[src/rtl/instr_fetch_unit_if.sv]
// Bus interfaces for instr_fetch_unit.
//   ifu_imem_if : fetch request/response channel toward instruction memory
//   ifu_dec_if  : instruction hand-off channel toward the main decoder
// In both, the master modport is the fetch unit's side.

interface ifu_imem_if #(
    parameter int XLEN = 32
);
    logic            imem_req;
    logic [XLEN-1:0] imem_addr;
    logic            imem_ready;
    logic            imem_rvalid;
    logic [31:0]     imem_rdata;

    modport master (
        output imem_req, imem_addr,
        input  imem_ready, imem_rvalid, imem_rdata
    );

    modport slave (
        input  imem_req, imem_addr,
        output imem_ready, imem_rvalid, imem_rdata
    );
endinterface

interface ifu_dec_if #(
    parameter int XLEN = 32
);
    logic [31:0]     instr;
    logic [XLEN-1:0] instr_pc;
    logic [XLEN-1:0] instr_pc_plus4;
    logic            instr_valid;
    logic            instr_ready;
    logic            redirect;
    logic [XLEN-1:0] redirect_target;
    logic            fetch_fault;

    modport master (
        output instr, instr_pc, instr_pc_plus4, instr_valid, fetch_fault,
        input  instr_ready, redirect, redirect_target
    );

    modport slave (
        input  instr, instr_pc, instr_pc_plus4, instr_valid, fetch_fault,
        output instr_ready, redirect, redirect_target
    );
endinterface

[src/rtl/instr_fetch_unit.sv]
// instr_fetch_unit: core front end. Fetches one 32-bit instruction at a time from
// instruction memory, holds it in a single output register toward decode, and
// takes the decoder's PCSrc (redirect) as the next-PC select when that
// instruction retires.
// Optional feature macro: IFU_MISALIGN_CHECK_EN -- a redirect to a non
// word-aligned target stops fetching and raises a sticky fetch_fault.
// Without it the low two target bits are dropped and fetch_fault is tied 0.

module instr_fetch_unit #(
    parameter int              XLEN     = 32,
    parameter logic [XLEN-1:0] RESET_PC = '0
) (
    input  logic       clk,
    input  logic       rst_n,
    ifu_imem_if.master imem,
    ifu_dec_if.master  dec
);

    localparam logic [31:0] NOP = 32'h0000_0013;

    typedef enum logic [2:0] {
        S_IDLE,
        S_REQ,
        S_WAIT,
        S_HOLD
`ifdef IFU_MISALIGN_CHECK_EN
        ,
        S_FAULT
`endif
    } state_t;

    state_t          state;
    logic [XLEN-1:0] pc_q;
    logic            req_q;
    logic [31:0]     instr_q;
    logic [XLEN-1:0] instr_pc_q;
    logic [XLEN-1:0] pc_plus4_q;
    logic            valid_q;
`ifdef IFU_MISALIGN_CHECK_EN
    logic            fault_q;
`endif

    // Next fetch address at retire: taken target (forced to a word boundary)
    // or the sequential successor. Addition wraps modulo 2^XLEN.
    function automatic logic [XLEN-1:0] next_pc(
        input logic            redir,
        input logic [XLEN-1:0] target,
        input logic [XLEN-1:0] seq
    );
        return redir ? (target & ~XLEN'(3)) : seq;
    endfunction

    // Fetch FSM: request -> wait for data -> hold for decode -> next request.
    always_ff @(posedge clk or negedge rst_n) begin
        if (!rst_n) begin
            state      <= S_IDLE;
            pc_q       <= RESET_PC;
            req_q      <= 1'b0;
            instr_q    <= NOP;
            instr_pc_q <= RESET_PC;
            pc_plus4_q <= RESET_PC + XLEN'(4);
            valid_q    <= 1'b0;
`ifdef IFU_MISALIGN_CHECK_EN
            fault_q    <= 1'b0;
`endif
        end else begin
            case (state)
                S_IDLE: begin
                    state <= S_REQ;
                    req_q <= 1'b1;
                end
                S_REQ: begin
                    // Address is held in pc_q, so it stays stable until accepted.
                    if (imem.imem_ready) begin
                        state <= S_WAIT;
                        req_q <= 1'b0;
                    end
                end
                S_WAIT: begin
                    if (imem.imem_rvalid) begin
                        state      <= S_HOLD;
                        instr_q    <= imem.imem_rdata;
                        instr_pc_q <= pc_q;
                        pc_plus4_q <= pc_q + XLEN'(4);
                        valid_q    <= 1'b1;
                    end
                end
                S_HOLD: begin
                    if (dec.instr_ready) begin
                        valid_q <= 1'b0;
`ifdef IFU_MISALIGN_CHECK_EN
                        if (dec.redirect && (dec.redirect_target[1:0] != 2'b00)) begin
                            state   <= S_FAULT;
                            fault_q <= 1'b1;
                        end else
`endif
                        begin
                            state <= S_REQ;
                            req_q <= 1'b1;
                            pc_q  <= next_pc(dec.redirect, dec.redirect_target, pc_plus4_q);
                        end
                    end
                end
`ifdef IFU_MISALIGN_CHECK_EN
                S_FAULT: begin
                    // Sticky until reset: no requests, nothing presented to decode.
                    state <= S_FAULT;
                end
`endif
                default: begin
                    state   <= S_IDLE;
                    req_q   <= 1'b0;
                    valid_q <= 1'b0;
                end
            endcase
        end
    end

    assign imem.imem_req      = req_q;
    assign imem.imem_addr     = pc_q;
    assign dec.instr          = instr_q;
    assign dec.instr_pc       = instr_pc_q;
    assign dec.instr_pc_plus4 = pc_plus4_q;
    assign dec.instr_valid    = valid_q;
`ifdef IFU_MISALIGN_CHECK_EN
    assign dec.fetch_fault    = fault_q;
`else
    assign dec.fetch_fault    = 1'b0;
`endif

endmodule

[src/flat_wrapper.sv]
// flat-port wrapper written by rule: the top's interface ports become plain ports
module instr_fetch_unit_flat 
#(
    parameter int              XLEN     = 32,
    parameter logic [XLEN-1:0] RESET_PC = '0
)
  (clk, rst_n, imem_imem_req, imem_imem_addr, imem_imem_ready, imem_imem_rvalid, imem_imem_rdata, dec_instr, dec_instr_pc, dec_instr_pc_plus4, dec_instr_valid, dec_fetch_fault, dec_instr_ready, dec_redirect, dec_redirect_target);
  ifu_imem_if #(.XLEN(XLEN)) imem_i ();
  ifu_dec_if #(.XLEN(XLEN)) dec_i ();
  input  logic clk;
  input  logic rst_n;
  output wire logic [$bits(imem_i.imem_req)-1:0] imem_imem_req;
  output wire logic [$bits(imem_i.imem_addr)-1:0] imem_imem_addr;
  input wire logic [$bits(imem_i.imem_ready)-1:0] imem_imem_ready;
  input wire logic [$bits(imem_i.imem_rvalid)-1:0] imem_imem_rvalid;
  input wire logic [$bits(imem_i.imem_rdata)-1:0] imem_imem_rdata;
  output wire logic [$bits(dec_i.instr)-1:0] dec_instr;
  output wire logic [$bits(dec_i.instr_pc)-1:0] dec_instr_pc;
  output wire logic [$bits(dec_i.instr_pc_plus4)-1:0] dec_instr_pc_plus4;
  output wire logic [$bits(dec_i.instr_valid)-1:0] dec_instr_valid;
  output wire logic [$bits(dec_i.fetch_fault)-1:0] dec_fetch_fault;
  input wire logic [$bits(dec_i.instr_ready)-1:0] dec_instr_ready;
  input wire logic [$bits(dec_i.redirect)-1:0] dec_redirect;
  input wire logic [$bits(dec_i.redirect_target)-1:0] dec_redirect_target;
  assign imem_imem_req = imem_i.imem_req;
  assign imem_imem_addr = imem_i.imem_addr;
  assign imem_i.imem_ready = imem_imem_ready;
  assign imem_i.imem_rvalid = imem_imem_rvalid;
  assign imem_i.imem_rdata = imem_imem_rdata;
  assign dec_instr = dec_i.instr;
  assign dec_instr_pc = dec_i.instr_pc;
  assign dec_instr_pc_plus4 = dec_i.instr_pc_plus4;
  assign dec_instr_valid = dec_i.instr_valid;
  assign dec_fetch_fault = dec_i.fetch_fault;
  assign dec_i.instr_ready = dec_instr_ready;
  assign dec_i.redirect = dec_redirect;
  assign dec_i.redirect_target = dec_redirect_target;
  instr_fetch_unit #(.XLEN(XLEN), .RESET_PC(RESET_PC)) u_core (.clk(clk), .rst_n(rst_n), .imem(imem_i), .dec(dec_i));
endmodule
[config.mk]
export PLATFORM = sky130hd
export DESIGN_NAME = instr_fetch_unit_flat
export DESIGN_NICKNAME = d
export VERILOG_FILES = /design/src/rtl/instr_fetch_unit_if.sv /design/src/rtl/instr_fetch_unit.sv /design/src/flat_wrapper.sv
export SDC_FILE = /design/constraint.sdc
export NUM_CORES = 1
export LEC_CHECK = 0
export BUFFER_PORTS_ARGS = -buffer_cell sky130_fd_sc_hd__buf_4
export CORE_MARGIN = 3
export CORE_UTILIZATION = 50
export CTS_CLUSTER_SIZE = 12
export DETAILED_ROUTE_END_ITERATION = 10
export GPL_ROUTABILITY_DRIVEN = 0
export GPL_TIMING_DRIVEN = 0
export PLACE_DENSITY = 0.84
export SLEW_MARGIN = 40
export SYNTH_ARGS = -nofsm -noshare
export SYNTH_HDL_FRONTEND = slang
export SYNTH_SLANG_ARGS = --single-unit
export TNS_END_PERCENT = 30
[constraint.sdc]
create_clock -name clk -period 2.39 [get_ports clk]
set_clock_uncertainty 0.05 [all_clocks]
set_input_delay 0.239 -clock clk [delete_from_list [all_inputs] [get_ports clk]]
set_output_delay 0.239 -clock clk [all_outputs]
set_load 0.02 [all_outputs]
==> out/qor.yml <==
status: "finished, final reports clean"
area_growth_pct: 46.2
clk_pin_slew_ps: 60
dp_slack_ps: -44.3
drtAntennaViolNets: 0
slew_viol_final: 0
yosysSeqAreaShare_pct: 56.1
slowest_stage: "or4_4"
die_w_um: 114
tightestPinTransition_ps: 815
grt_pass1_wl_um: 30200
hold_path.class: "primary input to flip-flop"
max-cap-violations: 0
fin_util_pct: 76.6
synth_cell_types: 35
setup.worst_path.start_class: "flip-flop"
synth_cells: 634
ys_warn_count: 0
drive_gt1_share_pct: 28.3
vias_per_cell: 5.58
fillers: 722
place_hpwl_um: 12700
grt_overflow_total: 0
start_util_pct: 52.4
final_common_cell: "nand2_1"
drt_wl_total_um: 18800
ys_ff_latch: 130
fin_area_um2: 8490
relSlewSlack_pct: 45.7
netlist_area_um2: 5810
dieArea_um2: 12900
rsz0062_at_grt: "true"
hold_viol: 0
core_um2: 11100
slowest_delay_ps: 610
synthTopCellsByArea: "dfrtp_1, nand2_1, mux2i_1, nor2_1, a21oi_1"
setup_viol: 0
first_pass_iters: 5
root_buffer: "clkbuf_16"
period_needed_ps: 2340
fin_crit_sh_pct: 98.0
n_antenna_cell: 0
fmax_ghz: 0.427
critPathCaptureType: "flip-flop"
crit_family: "simple AND/OR/NAND/NOR gates"
clockBufferDepth: 2
fin_ws_ps: 48.8
antenna_found_initial: 0
drc: 0
cts_buffers: 17
power_leakage_nw: 4.23
nets: 960
first_iter_violations: 336
clock-sinks: 130
grtUsageTotal_pct: 29.9
worstSkewPairLatency_ps: 420
synth_top_cell_by_area: "dfrtp_1"
vias: 5787
row_count: 38
cts_max_level: 4
grt_max_degree: 49
post_drt_wl_per_cell_um: 18.2
syn_area_per_cell_um2: 9.16
grt_pass1_vias: 6017
cp_cell_sequence: "nand3_2 -> or4_4 -> buf_6 -> clkbuf_1 -> o31ai_1 -> a31oi_1"
yosys.area.top_type_share_pct: 54.3
finalPower_mw: 12.6
place_area_um2: 7520
ir_worst_vdd_v: 0.000931
crit_type: "flip-flop to flip-flop"
io-pin-count: 201
crit_buf_inv: 2
port_buffers: 196
synth_nets: 710
cp_max_fo: 10
powerDensity_nw_per_um2: 1490
final_cell_mix: "nand2_1, buf_4, dfrtp_1"
required_ps: 2610
cts_tree: "yes"
die_h_um: 114
tns_ps: 0
arrival_ps: 2560
tightest hold or removal path: stages:
cell	delay [ps]
buf_4	70
mux2i_1	50
a21oi_1	130
cell usage after synthesis:
cell type / count
nand2_1: 209
dfrtp_1: 126
nor2_1: 48
a21oi_1: 33
mux2i_1: 31
clkbuf_1: 28
o21ai_0: 23
a31oi_1: 15
or4_1: 14
o31ai_1: 13
inv_1: 12
nand3_1: 12
buf_1: 9
xnor2_1: 9
ha_1: 6
and3_1: 4
dfstp_2: 4
nand4_1: 4
nor3_1: 4
and2_1: 3
buf_4: 3
nor4_1: 3
o211ai_1: 3
a21o_1: 2
nand3b_1: 2
or2_2: 2
or3_1: 2
or4_4: 2
xor2_1: 2
and4_1: 1
buf_6: 1
conb_1: 1
mux2_2: 1
nand3_2: 1
nor2b_1: 1
through the flow:
stage                     hold slack [ps]  instances
after floorplan                      -107        634
after global placement                379        970
after detailed placement             88.7        972
after CTS                            63.3       1036
after global routing                 74.2       1037
final                                73.7       1037
flip-flops by register name, indices dropped and copies added, names as in the netlist:
| name | cells |
|---|---|
| u_core.dec.instr_valid | 1 |
| u_core.imem.imem_req | 1 |
| u_core.state | 2 |
| u_core.dec.instr | 32 |
| u_core.dec.instr_pc_plus4 | 32 |
| u_core.imem.imem_addr | 32 |
| u_core.dec.instr_pc | 30 |
kinds of logic (layout without fill, tap and decap cells):
kind of cell | count (synthesis) | in the layout | synth area share [%]
AOI/OAI and AO/OA | 89 | 89 | 8.77
xor gates and xnor gates | 11 | 11 | 1.66
adders and majority gates | 6 | 6 | 1.29
buffers and inverters | 53 | 316 | 3.75
DFF | 130 | 130 | 56.1
muxes | 32 | 32 | 5.54
other | 1 | 1 | 0.0646
and+or+nand+nor | 312 | 312 | 22.8
report_power, final:
group | switching (mW) | total, mW | internal (mW)
logic | 3.30 | 5.57 | 2.27
clock network | 0.939 | 2.69 | 1.75
registers | 1.08 | 4.35 | 3.26
what timing repair did:
item,CTS,global route
setup endpoints to repair,3,45
gates cloned,0,0
hold buffers,33,0
buffers inserted,0,2
endpoints found under the hold margin,161,0
gates resized for setup,3,12
pin swaps,0,1
per-layer routing:
| metal | part of all wire [%] | GRT usage [%] | vias up |
|---|---|---|---|
| met1 | 37 | 34.9 | 2774 |
| li1 | - | - | 2616 |
| met3 | 10 | 9.18 | 60 |
| met4 | 3.3 | 14.4 | 0 |
| met5 | 0 | 0 | - |
| met2 | 50 | 50.3 | 337 |
cell type report:
| class | instances | area [um^2] | share of cell area [%] |
|---|---|---|---|
| tap | 140 | 175 | 2.06 |
| sequential | 130 | 3260 | 38.5 |
| clock inverter | 8 | 126 | 1.49 |
| clock buffer | 24 | 492 | 5.79 |
| timing repair buffer | 233 | 1880 | 22.1 |
| multi-input combinational | 451 | 2330 | 27.5 |
| inverter | 12 | 45.0 | 0.531 |
| buffer | 39 | 170 | 2.01 |
final timing paths:
path	from	to	slack, ps	cells after the start
max	u_core.imem.imem_addr[10]	u_core.dec.instr_pc_plus4[24]	50	6
min	dec_redirect_target[10]	u_core.imem.imem_addr[10]	70	3
max reg2reg	u_core.imem.imem_addr[10]	u_core.dec.instr_pc_plus4[24]	50	6
min reg2reg	u_core.dec.instr[4]	u_core.dec.instr[4]	410	2
max in group asynchronous	rst_n	u_core.dec.instr_pc_plus4[2]	1440	3
min in group asynchronous	rst_n	u_core.dec.instr_pc[26]	240	2
Note: power is estimated with default switching activity, not from simulation.
